$ cat config.mk
export PLATFORM = sky130hd
export DESIGN_NAME = alu_stim_gen
export DESIGN_NICKNAME = d
export VERILOG_FILES = /design/src/rtl/alu_pkg.sv /design/src/rtl/alu_stim_gen_lfsr32.sv /design/src/rtl/alu_stim_gen.sv
export SDC_FILE = /design/constraint.sdc
export NUM_CORES = 1
export LEC_CHECK = 0
export CORE_MARGIN = 2
export CORE_UTILIZATION = 50
export CTS_CLUSTER_SIZE = 12
export DETAILED_ROUTE_END_ITERATION = 10
export PLACE_DENSITY = 0.75
export SETUP_SLACK_MARGIN = 0.4
export SLEW_MARGIN = 20
export SYNTH_ARGS = -nofsm -noshare
export SYNTH_HDL_FRONTEND = slang
export SYNTH_SLANG_ARGS = --single-unit
$ cat constraint.sdc
create_clock -name CLK_IN -period 7.1 [get_ports CLK_IN]
set_input_delay 1.42 -clock CLK_IN [delete_from_list [all_inputs] [get_ports CLK_IN]]
set_output_delay 1.42 -clock CLK_IN [all_outputs]
set_load 0.01 [all_outputs]
$ cat src/rtl/alu_pkg.sv
// Shared definitions for the ALU stimulus generator: FSM encoding,
// LFSR/MISR constants, vector widths and the next-state helpers.
package alu_pkg;

  localparam int OPERAND_W = 8;
  localparam int MODE_W    = 4;
  localparam int RESULT_W  = 16;

  localparam logic [2:0] ST_IDLE   = 3'd0;
  localparam logic [2:0] ST_SETTLE = 3'd1;
  localparam logic [2:0] ST_RUN    = 3'd2;
  localparam logic [2:0] ST_DRAIN  = 3'd3;
  localparam logic [2:0] ST_DONE   = 3'd4;

  // Right-shifting Galois form of x^32 + x^22 + x^2 + x + 1.
  localparam logic [31:0] LFSR_POLY = 32'h8020_0003;

  // Signature feedback taps: bits 15, 14, 12 and 3.
  localparam logic [15:0] MISR_TAPS = 16'hD008;

  // An all-zero seed would lock the LFSR, so it is mapped to 1.
  function automatic logic [31:0] seed_fix(input logic [31:0] s);
    return (s == 32'h0) ? 32'h0000_0001 : s;
  endfunction

  function automatic logic [31:0] lfsr_next(input logic [31:0] q);
    return {1'b0, q[31:1]} ^ (q[0] ? LFSR_POLY : 32'h0);
  endfunction

  function automatic logic [15:0] misr_next(input logic [15:0] sig,
                                            input logic [15:0] data,
                                            input logic        carry);
    return {sig[14:0], ^(sig & MISR_TAPS)} ^ data ^ {15'b0, carry};
  endfunction

endpackage

$ cat src/rtl/alu_stim_gen_lfsr32.sv
// 32-bit Galois LFSR producing the pseudo-random operand stream.
module lfsr32
  import alu_pkg::*;
(
  input  logic        CLK_IN,
  input  logic        RST,
  input  logic        load,
  input  logic [31:0] seed,
  input  logic        advance,
  output logic [31:0] q
);

  // Reset and load both restart the stream at the (non-zero) seed.
  always_ff @(posedge CLK_IN) begin
    if (RST || load) begin
      q <= seed_fix(seed);
    end else if (advance) begin
      q <= lfsr_next(q);
    end
  end

endmodule

$ cat src/rtl/alu_stim_gen.sv
// Drives pseudo-random operand vectors into an ALU under test and folds
// the returned results into a MISR signature.
module alu_stim_gen
  import alu_pkg::*;
#(
  parameter int          VEC_COUNT     = 30,
  parameter int          SETTLE_CYCLES = 5,
  parameter int          ALU_LATENCY   = 1,
  parameter logic [31:0] LFSR_SEED     = 32'h0000_0001
) (
  input  logic                 CLK_IN,
  input  logic                 RST,
  input  logic                 START,
  output logic [OPERAND_W-1:0] OPERA_A,
  output logic [OPERAND_W-1:0] OPERA_B,
  output logic [MODE_W-1:0]    MODE,
  output logic                 CIN,
  input  logic [RESULT_W-1:0]  ALU_OUT,
  input  logic                 COUT,
  output logic                 BUSY,
  output logic                 DONE,
  output logic [7:0]           VEC_CNT,
  output logic [15:0]          SIGNATURE
);

  // A zero settle time still spends one cycle in SETTLE.
  localparam int         SETTLE_EFF  = (SETTLE_CYCLES < 1) ? 1 : SETTLE_CYCLES;
  localparam logic [7:0] SETTLE_LAST = 8'(SETTLE_EFF - 1);
  localparam logic [7:0] RUN_LAST    = 8'(VEC_COUNT - 1);
  localparam logic [7:0] VEC_TOTAL   = 8'(VEC_COUNT);

  logic [2:0]             state;
  logic [7:0]             settle_cnt;
  logic [7:0]             run_cnt;
  logic [31:0]            lfsr_q;
  logic [20:0]            vec_hold;
  logic [ALU_LATENCY-1:0] vld_p;
  logic                   start_run;
  logic                   issue;
  logic                   strobe;
  logic [7:0]             cnt_next;
  logic                   unused_lfsr;

  assign start_run   = START && ((state == ST_IDLE) || (state == ST_DONE));
  assign issue       = (state == ST_RUN);
  assign strobe      = vld_p[ALU_LATENCY-1];
  assign cnt_next    = VEC_CNT + {7'd0, strobe};
  assign BUSY        = (state == ST_SETTLE) || (state == ST_RUN) || (state == ST_DRAIN);
  assign DONE        = (state == ST_DONE);
  assign unused_lfsr = ^{lfsr_q[31:25], lfsr_q[23:20]};

  lfsr32 u_lfsr (
    .CLK_IN  (CLK_IN),
    .RST     (RST),
    .load    (start_run),
    .seed    (LFSR_SEED),
    .advance (issue),
    .q       (lfsr_q)
  );

  // Keep a copy of each issued vector so DRAIN can hold the last one.
  always_ff @(posedge CLK_IN) begin
    if (issue) begin
      vec_hold <= {lfsr_q[24], lfsr_q[19:16], lfsr_q[15:8], lfsr_q[7:0]};
    end
  end

  // Operands come live from the LFSR in RUN, from the hold copy in DRAIN.
  always_comb begin
    OPERA_A = '0;
    OPERA_B = '0;
    MODE    = '0;
    CIN     = 1'b0;
    if (state == ST_RUN) begin
      OPERA_A = lfsr_q[7:0];
      OPERA_B = lfsr_q[15:8];
      MODE    = lfsr_q[19:16];
      CIN     = lfsr_q[24];
    end else if (state == ST_DRAIN) begin
      OPERA_A = vec_hold[7:0];
      OPERA_B = vec_hold[15:8];
      MODE    = vec_hold[19:16];
      CIN     = vec_hold[20];
    end
  end

  // Sequencer, issue-valid delay line and signature capture.
  always_ff @(posedge CLK_IN) begin
    if (RST) begin
      state      <= ST_IDLE;
      settle_cnt <= '0;
      run_cnt    <= '0;
      vld_p      <= '0;
      VEC_CNT    <= '0;
      SIGNATURE  <= '0;
    end else begin
      // issue stage -> capture stage, ALU_LATENCY cycles apart
      vld_p[0] <= issue;
      for (int i = 1; i < ALU_LATENCY; i++) begin
        vld_p[i] <= vld_p[i-1];
      end

      if (strobe) begin
        SIGNATURE <= misr_next(SIGNATURE, ALU_OUT, COUT);
        VEC_CNT   <= cnt_next;
      end

      case (state)
        ST_IDLE, ST_DONE: begin
          if (START) begin
            state      <= ST_SETTLE;
            settle_cnt <= '0;
            run_cnt    <= '0;
            vld_p      <= '0;
            VEC_CNT    <= '0;
            SIGNATURE  <= '0;
          end
        end
        ST_SETTLE: begin
          if (settle_cnt == SETTLE_LAST) begin
            state   <= ST_RUN;
            run_cnt <= '0;
          end else begin
            settle_cnt <= settle_cnt + 8'd1;
          end
        end
        ST_RUN: begin
          if (run_cnt == RUN_LAST) begin
            state <= ST_DRAIN;
          end else begin
            run_cnt <= run_cnt + 8'd1;
          end
        end
        ST_DRAIN: begin
          // Leave on the same edge that captures the final result.
          if (cnt_next == VEC_TOTAL) begin
            state <= ST_DONE;
          end
        end
        default: state <= ST_IDLE;
      endcase
    end
  end

endmodule

# Word-level counts from Yosys, hierarchy flattened
# Index checks and enable logic that the tools add are counted.
[totals] elab_cells=68 inputBits=20 output_inout_bits=47 register_bits=97
[classes] bitwise=3 n_eq_ne=13 mux=28 n_addsub=3 reduce_logical=13
[op_table] op="two-way mux 8 bit" count=11
[op_table] op="two-way mux 16 bit" count=3
[op_table] op="two-way mux 32 bit" count=1
[op_table] op="XOR 31 x 32 -> 32 bit" count=1
[op_table] op="one-hot mux 8 bit (3 select lines)" count=1
[op_table] op="adder 8 x 1 -> 8 bit, second input constant" count=2
[op_table] op="== test 8 x 5 -> 1 bit, second input constant" count=2
[op_table] op="one-hot mux 8 bit (2 select lines)" count=1
[op_table] op="XOR reduction 16 bit" count=1
[op_table] op="XOR 16 x 1 -> 16 bit" count=1
[op_table] op="XOR 16 bit" count=1
[op_table] op="two-way mux 3 bit" count=4
[op_table] op="one-hot mux 3 bit (4 select lines)" count=1
[op_table] op="adder 8 x 1 -> 8 bit" count=1
[op_table] op="== test 8 x 3 -> 1 bit, second input constant" count=1
[op_table] op="two-way mux 4 bit" count=2
[op_table] op="AND reduction 4 bit" count=2
[op_table] op="== test 3 x 2 -> 1 bit, second input constant" count=2
[op_table] op="inequality test 2 x 1 -> 1 bit, second input constant" count=3
[op_table] op="inequality test 2 bit, second input constant" count=3
[op_table] op="logical OR 1 bit" count=4
[op_table] op="two-way mux 1 bit" count=4
[op_table] op="== test 3 x 1 -> 1 bit, second input constant" count=1
[op_table] op="== test 3 bit, second input constant" count=1
[op_table] op="other kinds (6)" count=6

# Depth between registers and ports, before layout
# Gate-level depths: netlist of the first run.
[depth] word_depth=6 depth_mapped=8

# Modules after synthesis
# From an unflattened synthesis of the first run, not the netlist that was laid out.
[hier_totals] cells_unflattened=390 hier_area_um2=4486.8
[modules_own_cells] mod="alu_stim_gen" seq_area_each_um2=1511.4 area_each_um2=3021.6 instances=1 cells_per_inst=304
[modules_own_cells] mod="lfsr32" seq_area_each_um2=960.9 area_each_um2=1465.2 instances=1 cells_per_inst=86

# Worst setup path after synthesis of the first run
# No wires, ideal clock.
[synth_path] path_kind="reg-to-output" start="register state[1]" end="output port CIN" path_stages_with_launch=8 n_path_buf=3 setup_slack_ps=4168 arrival_time_ps=1512 cell_sequence="dfxtp_1 -> buf_4 -> or3b_1 -> buf_2 -> clkinv_1 -> buf_1 -> nand2_1 -> nand2_1"
[synth_via] elab_chain_len=3 elab_cells_between_ends=4 classes_between="2 x eq/ne; 2 x mux"
[synth_lines] element="start, declared" line="alu_stim_gen.sv:32" source="logic [2:0] state;"
[synth_lines] element="start signal, assigned" line="alu_stim_gen.sv:90" source="state <= ST_IDLE;"
[synth_lines] element="start signal, assigned" line="alu_stim_gen.sv:111" source="state <= ST_SETTLE;"
[synth_lines] element="start signal, assigned" line="alu_stim_gen.sv:121" source="state <= ST_RUN;"
[synth_lines] element="== test 3 x 2 -> 1 bit" line="alu_stim_gen.sv:79" source="end else if (state == ST_DRAIN) begin"
[synth_lines] element="two-way mux 1 bit" line="alu_stim_gen.sv:79"
[synth_lines] element="two-way mux 1 bit (*)" line="alu_stim_gen.sv:74" source="if (state == ST_RUN) begin"
[synth_lines] element="end, declared" line="alu_stim_gen.sv:17" source="output logic CIN,"
# Every way passes the cells marked *; elsewhere a longest branch is shown, timed or not.

# Worst setup path after layout of the first run
[layout_path] start="register state[1]" end="output port OPERA_A[1]"
[layout_via] elab_chain_len=3 elab_cells_between_ends=4 classes_between="2 x eq/ne; 2 x mux"
[layout_lines] element="== test 3 x 2 -> 1 bit" line="alu_stim_gen.sv:79"
[layout_lines] element="two-way mux 8 bit" line="alu_stim_gen.sv:79"
[layout_lines] element="two-way mux 8 bit (*)" line="alu_stim_gen.sv:74"
[layout_lines] element="end, declared" line="alu_stim_gen.sv:14" source="output logic [OPERAND_W-1:0] OPERA_A,"
# Marks and branches as above.

==> results of run 1 <==
==> sequential cells by signal, summed over array words and instances (netlist names) <==
register and cells:
strobe 1, vec_hold 21, state 3, VEC_CNT 8, u_lfsr.q 32, settle_cnt 8, run_cnt 8, SIGNATURE 16
==> cell families after synthesis <==
family                     count (synthesis)  synth area share
DFF                                       97             0.525
buffers and inverters                     32            0.0305
and+or+nand+nor                          188             0.202
muxes                                      2           0.00488
xor gates and xnor gates                  44            0.0940
AOI/OAI and AO/OA                         77             0.126
adders and majority gates                  6            0.0183
==> synthesized netlist by cell type (2+ instances only) <==
cell	number	area, um2
and3_1	5	31.3
buf_1	3	11.3
ha_1	6	75.1
nor3_1	2	10.0
o21ai_0	5	25.0
nand3_1	6	30.0
and2_1	5	31.3
nor2b_1	3	18.8
or3_1	3	18.8
inv_1	4	15.0
nor2_1	47	176
xor2_1	19	166
a21oi_1	33	165
xnor2_1	25	219
o2111ai_1	7	61.3
mux2i_1	2	20.0
a211oi_1	20	150
nand2_1	107	402
or3b_1	2	17.5
dfxtp_1	76	1520
clkbuf_1	22	82.6
edfxtp_1	21	631
==> power by group <==
group | switching [W] | leakage [nW] | internal [W]
clock | 0.000208 | 0.104 | 0.000173
combinational | 0.0000199 | 0.822 | 0.0000190
sequential | 0.00000245 | 0.805 | 0.000562
==> critical path: stages, from the launching register on <==
cell and delay (ps):
dfxtp_1 490, or3b_1 370, buf_4 250, clkinv_1 310
buf_4 450, nand2_1 140, nand2_1 80, clkdlybuf4s50_1 550
==> layout by cell type, fill, tap and decap left out, types with 2 or more instances in the layout <==
master	synthesis	final
nand2_1	107	107
dfxtp_1	76	76
clkdlybuf4s50_1	0	66
nor2_1	47	47
a21oi_1	33	33
xnor2_1	25	25
edfxtp_1	21	21
a211oi_1	20	20
xor2_1	19	19
clkbuf_8	0	9
o2111ai_1	7	7
nand3_1	6	6
ha_1	6	6
and2_1	5	5
o21ai_0	5	5
and3_1	5	5
inv_1	4	4
or3_1	3	3
nor2b_1	3	3
inv_8	0	3
buf_4	1	3
or3b_1	2	2
nor3_1	2	2
mux2i_1	2	2
clkinvlp_4	0	2
==> layout make-up <==
cell class                      instances  share of cell area
Timing Repair Buffer                   69               0.136
Sequential cell                        97               0.428
Clock inverter                          7              0.0189
Inverter                                5             0.00373
Tap cell                              105              0.0261
Multi-Input combinational cell        317               0.363
Clock buffer                            9              0.0246
==> worst max-delay path by stage <==
stage / slack [ps] / cells after the start / to / startpoint
after floorplan: 4170 / 7 / CIN / state[1]
after global placement: 3080 / 7 / OPERA_A[1] / state[1]
after detailed placement: 3060 / 7 / OPERA_A[1] / state[1]
after CTS: 2620 / 7 / OPERA_A[1] / state[1]
after global routing: 2450 / 7 / OPERA_A[1] / state[1]
final: 2640 / 7 / OPERA_A[1] / state[1]
==> routing by layer <==
| metal | global-route usage | share of wire | wire (um) | vias to the layer above |
|---|---|---|---|---|
| met5 | 0 | 0 | 0 | - |
| met4 | 0.0700 | 0.012 | 97 | 0 |
| met2 | 0.293 | 0.47 | 3680 | 68 |
| met1 | 0.238 | 0.47 | 3740 | 1485 |
| met3 | 0.0431 | 0.049 | 383 | 8 |
| li1 | - | - | - | 1612 |
==> through the flow <==
step           instance area, um2  power (W)  worst slack (ps)   util  hold slack [ps]
3_5_place_dp                 4810   0.000616              3060  0.594              439
6_report                     5030   0.000984              2640  0.622              460
3_3_place_gp                 4810   0.000615              3080  0.594              436
2_1_floorplan                4100   0.000599              4170      -              430
4_1_cts                      5030   0.000993              2620  0.621              461
5_1_grt                      5030    0.00102              2450  0.622              473
==> key figures, run 1 <==
Run status
  • Outcome: completed

Clock network
  • CTS tree: done
  • Total setup buffers inserted after CTS: 0
  • CTS-repair resized insts: 0
  • Worst skew pair latency: 360 ps
  • Clock Path Buffers: 2
  • Worst-path clk slew: 110 ps
  • Hold buffer count at CTS: 0
  • CTS buffer count: 9
  • Clock root cell: clkbuf_8
  • Htree depth: 3
  • CTS Sinks: 97

Layout
  • Multi-input logic area: 1830 um2
  • Number of nets in the layout: 525
  • Area grow syn2layout: 22.7%
  • # fillers: 708
  • Register area: 2150 um2
  • # diodes: 0
  • Layout cell share with drive strength beyond 1: 0.0516
  • Cell Count, Final, Fillers Out: 609

Detailed routing
  • Antenna Nets Post-Route: 0
  • Routed vias/inst: 5.21
  • Drt total wl: 7890 um
  • DR vias: 3173
  • WL/cell: 13.0 um
  • Drt drc: 0
  • TritonRoute pass-1 iters: 4
  • Number of DRC markers in iteration 0: 163

Pwr
  • Leakage Power: 1.73 nW
  • Worst IR drop on VDD: 99.1 uV
  • Cell Pwr Density: 196 nW/um2

Floorplanning
  • Rows: 33
  • Chip width: 94.6 um
  • Ports: 67
  • DIE AREA: 8940 um2
  • Initial core utilization: 0.507
  • Chip Height: 94.6 um
  • Core Box Area: 8090 um2

STA
  • Worst Max-Slew Pin Slew: 881 ps
  • Crit share post-route: 0.628
  • Minimum clock period: 4460 ps
  • Max Freq: 224 MHz
  • Post-route setup TNS: 0 ps
  • Final hold violation count: 0
  • RSZ-0062 raised after global routing: no
  • Max_slew headroom: 0.413
  • Skew final: 16.2 ps
  • Fin. max-slew vios: 0
  • Final setup vio count: 0

GRT
  • Antenna violations before repair: 0
  • Total congestion overflow: 0
  • Largest net degree at the start of global routing: 61
  • Vias in the first global route: 2880
  • Gr usage total: 0.182
  • Global-route wire length before repair: 13000 um

Logic synthesis
  • Post-Syn Nets: 472
  • Async SR Flop Fraction: 0
  • Number of synthesized flops with an enable pin: 21
  • Syn. warnings: 0
  • Mapped Avg Cell Area: 9.19 um2
  • Cell Area, Synth: 4100 um2
  • Gate Count Post-Synth: 446
  • Synth unique cells: 45
  • Synth Register Bits: 97
  • Post-synth top flop: dfxtp_1
  • Sequential share of the synthesized area: 0.525

Worst setup path
  • Crit end category: primary output
  • Worst r2r dst: u_lfsr.q[0]
  • FF-to-FF Start: state[1]
  • CP Data Arrival Time: 3040 ps
  • Crit start category: flop
  • R2r setup slk: 4730 ps
  • Maximum net fanout on the critical path: 40
  • Critical Path RT: 5680 ps
  • R2r worst-path depth: 7
  • Critical Setup Path Class: reg -> out

Placed design
  • PortBufs: 66
  • DP HPWL: 5310 um
  • Dpl cells: 593
  • GP Congestion: 0.787

Worst hold path
  • Hold path startpoint: u_lfsr.q[31]
  • Hold worst-path end: u_lfsr.q[30]
  • Hold Crit Class: reg -> reg
  • WHS Path Cells: 2

Job
  • Max Cap Viol: 0
(Power assumes the default switching activity.)
==> run 2, diff against run 1 <==
--- a/config.mk
+++ b/config.mk
@@ -6,10 +6,10 @@
 export NUM_CORES = 1
 export LEC_CHECK = 0
 export CORE_MARGIN = 2
-export CORE_UTILIZATION = 50
+export CORE_UTILIZATION = 48
 export CTS_CLUSTER_SIZE = 12
 export DETAILED_ROUTE_END_ITERATION = 10
-export PLACE_DENSITY = 0.75
+export PLACE_DENSITY = 0.76
 export SETUP_SLACK_MARGIN = 0.4
 export SLEW_MARGIN = 20
 export SYNTH_ARGS = -nofsm -noshare
==> constraint.sdc (replaced) <==
create_clock -name CLK_IN -period 3.6 [get_ports CLK_IN]
set_input_delay 0.72 -clock CLK_IN [delete_from_list [all_inputs] [get_ports CLK_IN]]
set_output_delay 0.72 -clock CLK_IN [all_outputs]
set_load 0.01 [all_outputs]
==> run 2 against run 1 <==
Net effect:
- first-iteration DRC count is 37% lower
- critical path depth fell by 1
- global-route usage is 0.11 points lower
- non-clock buffer count increased by 2
- flip-flop and latch count is the same
- largest power group unchanged
- total power rose by 98%
- core utilization decreased by 0.77 points
- critical endpoint is now CIN
==> key figures, run 2 (synthesis results as in run 1) <==
Worst setup path
  • FF-to-FF Start: strobe
  • CP Data Arrival Time: 2250 ps (-790 ps)
  • Maximum net fanout on the critical path: 56 (+40%)
  • Crit end category: primary output
  • Critical Path RT: 2880 ps (-2800 ps)
  • Critical Setup Path Class: reg -> out
  • Crit start category: flop
  • R2r worst-path depth: 8 (+1)
  • R2r setup slk: 1320 ps (-3410 ps)
  • Worst r2r dst: state[1]

GRT
  • Gr usage total: 0.181 (-0.00106)
  • Total congestion overflow: 0 (unchanged)
  • Vias in the first global route: 2974 (+3.3%)
  • Global-route wire length before repair: 13300 um (+2.3%)
  • Largest net degree at the start of global routing: 61 (unchanged)
  • Antenna violations before repair: 0 (unchanged)

Job
  • Max Cap Viol: 0 (unchanged)

STA
  • Post-route setup TNS: 0 ps (unchanged)
  • Final setup vio count: 0 (unchanged)
  • Final Worst Setup Slack: 632 ps (-2010 ps)
  • Minimum clock period: 2970 ps
  • Crit share post-route: 0.824
  • Skew final: 12.1 ps (-4.02 ps)
  • Max Freq: 337 MHz
  • Fin. max-slew vios: 0 (unchanged)
  • Worst Max-Slew Pin Slew: 483 ps (-398 ps)
  • Final hold violation count: 0 (unchanged)
  • Max_slew headroom: 0.678 (+0.265)
  • RSZ-0062 raised after global routing: no

Clock network
  • Htree depth: 3 (unchanged)
  • Total setup buffers inserted after CTS: 0 (unchanged)
  • Clock Path Buffers: 2 (unchanged)
  • CTS Sinks: 97 (unchanged)
  • Worst skew pair latency: 360 ps (about the same)
  • CTS buffer count: 9 (unchanged)
  • Clock root cell: clkbuf_8
  • CTS tree: done
  • Worst-path clk slew: 110 ps (about the same)

Placed design
  • Dpl cells: 595 (+0.34%)
  • DP HPWL: 5270 um (-0.77%)
  • Pre-CTS setup slack: 928 ps (-2130 ps)
  • PortBufs: 66 (unchanged)
  • GP Congestion: 0.816 (+3.7%)

Floorplanning
  • DIE AREA: 9300 um2 (+4.0%)
  • Chip width: 96.4 um (+2.0%)
  • Rows: 33 (unchanged)
  • Chip Height: 96.4 um (+2.0%)
  • Initial core utilization: 0.497 (-0.0101)
  • Core Box Area: 8260 um2 (+2.0%)
  • Ports: 67 (unchanged)

Run status
  • Outcome: completed

Pwr
  • Total power: 0.00195 W (+98%)
  • Leakage Power: 1.76 nW (+1.6%)
  • Cell Pwr Density: 384 nW/um2 (+96%)
  • Worst IR drop on VDD: 202 uV (+100%)

Layout
  • Max FFs per register: 32 (unchanged)
  • Reg with most FFs: u_lfsr.q
  • Most frequent cells in the layout: nand2_1 (107), dfxtp_1 (75), clkdlybuf4s50_1 (66), nor2_1 (47), a21oi_1 (33)
  • Commonest non-fill, non-tap cell in the layout: nand2_1
  • Area grow syn2layout: 23.6%
  • Cell Count, Final, Fillers Out: 611 (+0.33%)
  • Layout cell share with drive strength beyond 1: 0.0573 (+0.00572)
  • Top flop regs: u_lfsr.q (32), vec_hold (21), SIGNATURE (16)
  • Number of nets in the layout: 527 (+0.38%)
  • # diodes: 0 (unchanged)
  • Final core utilization: 0.614 (-0.00773)

Worst hold path
  • WHS Path Cells: 2 (unchanged)
  • Hold worst-path end: u_lfsr.q[22]
  • Hold path startpoint: u_lfsr.q[23]
  • Hold Crit Class: reg -> reg

Detailed routing
  • Number of DRC markers in iteration 0: 103 (-37%)
  • Drt total wl: 7780 um (-1.4%)
  • DR vias: 3162 (-0.35%)
  • Drt drc: 0 (unchanged)
  • Antenna Nets Post-Route: 0 (unchanged)
  • TritonRoute pass-1 iters: 4 (unchanged)
  • WL/cell: 12.7 um (-1.7%)
  • Routed vias/inst: 5.18 (-0.67%)
[run 2: metal layers]
metal  up-vias  GRT usage  routed length, um
li1       1623          -                  -
met1      1463      0.238               3740
met2        69      0.290               3570
met3         7     0.0520                408
met4         0     0.0563                 61
met5         -          0                  0
[run 2: cell type report]
class                   count  area (um2)
well taps                 105         131
clock inverters             7        95.1
inverters                   5        18.8
flip-flops and latches     97        2150
fillers                   726        3190
multi-input cells         317        1820
clock buffers               9         124
repair buffers             71         723
[run 2: what timing repair did]
item                                    in CTS  in global routing
endpoints found under the setup margin       0                  2
gates resized for setup                      0                  1
hold buffers                                 0                  0
[run 2: report_power, final]
| part | switching (W) | internal (W) | total (W) | leakage (nW) |
|---|---|---|---|---|
| Combinational | 0.0000404 | 0.0000402 | 0.0000806 | 0.839 |
| Sequential | 0.00000505 | 0.00111 | 0.00111 | 0.808 |
| Clock | 0.000411 | 0.000343 | 0.000754 | 0.111 |
| Total | 0.000456 | 0.00149 | 0.00195 | 1.76 |
[run 2: through the flow]
stage | hold WS, ps | cell area, um2
detailed placement | 439 | 4850
global placement | 436 | 4850
global route | 475 | 5070
CTS | 458 | 5070
finish | 456 | 5070
floorplan | 430 | 4100
[run 2: worst max path at each step]
| stage | startpoint | endpoint | slack [ps] | cells after the start |
|---|---|---|---|---|
| CTS | state[1] | OPERA_B[5] | 530 | 6 |
| finish | state[0] | CIN | 630 | 6 |
| global route | state[0] | CIN | 480 | 6 |
| detailed placement | state[1] | OPERA_B[5] | 930 | 6 |
| global placement | state[1] | OPERA_A[0] | 960 | 6 |
| floorplan | state[1] | CIN | 1370 | 7 |
[run 2: worst max-delay path, cell delays in order (launching register included)]
cell and delay [ps]:
dfxtp_1 390, or3b_1 420, clkinv_1 90, buf_12 250
nand2_1 130, nand2_1 80, clkdlybuf4s50_1 530
==> run 3, diff against run 2 <==
==> constraint.sdc (replaced) <==
create_clock -name CLK_IN -period 2.5 [get_ports CLK_IN]
set_input_delay 0.5 -clock CLK_IN [delete_from_list [all_inputs] [get_ports CLK_IN]]
set_output_delay 0.5 -clock CLK_IN [all_outputs]
set_load 0.01 [all_outputs]
==> run 3 against run 2 <==
Net effect:
- worst setup slack got worse by 330 ps
- clock skew increased by 4.8 ps
- flip-flop and latch count unchanged
- clock power increased by 47%
- sequential power increased by 44%
- first-iteration DRC count increased by 54%
- global-route usage increased by 1.4 points
- cell area increased by 8.0%
==> key figures, run 3 (synthesis results as in run 1) <==
Job
  • Max Cap Viol: 0 (unchanged)

STA
  • Max_slew headroom: 0.755 (+0.0772)
  • Fin. max-slew vios: 0 (unchanged)
  • Post-route setup TNS: 0 ps (unchanged)
  • Final hold violation count: 0 (unchanged)
  • Final setup vio count: 0 (unchanged)
  • Worst Max-Slew Pin Slew: 366 ps (-117 ps)
  • Minimum clock period: 2200 ps
  • Max Freq: 454 MHz
  • Final Worst Setup Slack: 298 ps (-334 ps)
  • Skew final: 16.9 ps (+4.78 ps)
  • RSZ-0062 raised after global routing: yes
  • Crit share post-route: 0.881

Clock network
  • Clock root cell: clkbuf_8
  • Clock Path Buffers: 2 (unchanged)
  • CTS Sinks: 97 (unchanged)
  • Hold buffer count at CTS: 0 (unchanged)
  • Htree depth: 3 (unchanged)
  • Worst skew pair latency: 370 ps (about the same)
  • CTS tree: done
  • Worst-path clk slew: 120 ps (about the same)
  • CTS buffer count: 9 (unchanged)

Worst setup path
  • CP Cell Sequence: or3b_4 > clkinv_4 > buf_12 > buf_16 > nand2_1 > nand2_1 > buf_2
  • R2r worst-path depth: 6 (-2)
  • Crit start category: flop
  • Critical Setup Path Class: reg -> out
  • Crit end category: primary output
  • Critical Path RT: 2000 ps (-880 ps)
  • Most frequent CP cell: nand2_1
  • Maximum net fanout on the critical path: 7 (-88%)
  • Worst path slowest cell: or3b_4
  • Slowest stage delay, CP: 410 ps (-120 ps)
  • CP Data Arrival Time: 1700 ps (-550 ps)

Detailed routing
  • Drt drc: 0 (unchanged)
  • Number of DRC markers in iteration 0: 159 (+54%)
  • Antenna Nets Post-Route: 0 (unchanged)
  • Routed vias/inst: 5.16 (-0.20%)
  • Drt total wl: 8770 um (+13%)
  • TritonRoute pass-1 iters: 5 (+1)
  • DR vias: 3295 (+4.2%)
  • WL/cell: 13.7 um (+7.9%)

Layout
  • Final core utilization: 0.663 (+0.0492)
  • Commonest non-fill, non-tap cell in the layout: nand2_1
  • Most frequent cells in the layout: nand2_1 (85), dfxtp_1 (72), nor2_1 (47), clkdlybuf4s50_1 (43), a21oi_1 (33)
  • Layout cell share with drive strength beyond 1: 0.201 (+0.143)
  • # diodes: 0 (unchanged)
  • Number of nets in the layout: 554 (+5.1%)
  • Max FFs per register: 32 (unchanged)
  • Reg with most FFs: u_lfsr.q
  • Area grow syn2layout: 33.5%
  • Top flop regs: u_lfsr.q (32), vec_hold (21), SIGNATURE (16)

GRT
  • Antenna violations before repair: 0 (unchanged)
  • Gr usage total: 0.195 (+0.0145)
  • Total congestion overflow: 0 (unchanged)
  • Global-route wire length before repair: 14100 um (+6.2%)
  • Vias in the first global route: 3147 (+5.8%)
  • Largest net degree at the start of global routing: 61 (unchanged)

Pwr
  • Cell Pwr Density: 517 nW/um2 (+35%)
  • Worst IR drop on VDD: 243 uV (+20%)
  • Leakage Power: 2.12 nW (+21%)
  • Total power: 0.00283 W (+45%)

Floorplanning
  • DIE AREA: 9300 um2 (unchanged)
  • Core Box Area: 8260 um2 (unchanged)
  • Ports: 67 (unchanged)
  • Chip Height: 96.4 um (unchanged)
  • Rows: 33 (unchanged)
  • Initial core utilization: 0.497 (unchanged)
  • Chip width: 96.4 um (unchanged)

Placed design
  • PortBufs: 66 (unchanged)
  • Pre-CTS setup slack: 246 ps (-682 ps)
  • DP HPWL: 5320 um (+1.1%)
  • GP Congestion: 0.833 (+2.0%)

Worst hold path
  • WHS Path Cells: 2 (unchanged)
  • Hold Crit Class: reg -> reg

Run status
  • Outcome: completed
==> run 3: area by class of cell <==
| class | instances | area, um2 |
|---|---|---|
| well taps | 105 | 131 |
| repair buffers | 98 | 1000 |
| clock inverters | 7 | 96.3 |
| flip-flops and latches | 97 | 2160 |
| inverters | 5 | 23.8 |
| multi-input cells | 317 | 1940 |
| clock buffers | 9 | 124 |
| fillers | 630 | 2780 |
==> run 3: timing repair <==
item                       4_1_cts  5_1_grt
buffers inserted                 9        9
cloned                           2        1
resized for setup               96       45
pin swaps                        3       15
setup endpoints to repair       22       25
==> run 3: stage by stage <==
step	instance area [um2]	instances	hold slack, ps
finish	5480	638	457
CTS	5250	628	460
global route	5480	638	474
floorplan	4110	446	430
global placement	4910	601	435
detailed placement	4910	601	442
==> run 3: worst max-delay path: cells and delay by family, from the launching register on <==
| family | cells | cell delay [ps] |
|---|---|---|
| buf+inv | 4 | 460 |
| flops | 1 | 340 |
| simple gates | 3 | 550 |
==> run 3: report_power, final <==
group / switching [W] / internal [W]
clock: 0.000610 / 0.000496
sequential: 0.00000523 / 0.00160
combinational: 0.0000620 / 0.0000610
==> run 3: path summary, 6_finish.rpt <==
check | startpoint | endpoint | slack, ps
min reg2reg | u_lfsr.q[23] | u_lfsr.q[22] | 460
max reg2reg | state[1] | state[2] | 530
min | u_lfsr.q[23] | u_lfsr.q[22] | 460
max | state[0] | OPERA_B[0] | 300
==> run 3: metal layers <==
layer  vias up  routed length, um  global-route usage
met2        81               4190               0.313
met1      1533               3910               0.247
li1       1670                  -                   -
met4         0                156              0.0962
met5         -                  0                   0
met3        11                508              0.0497
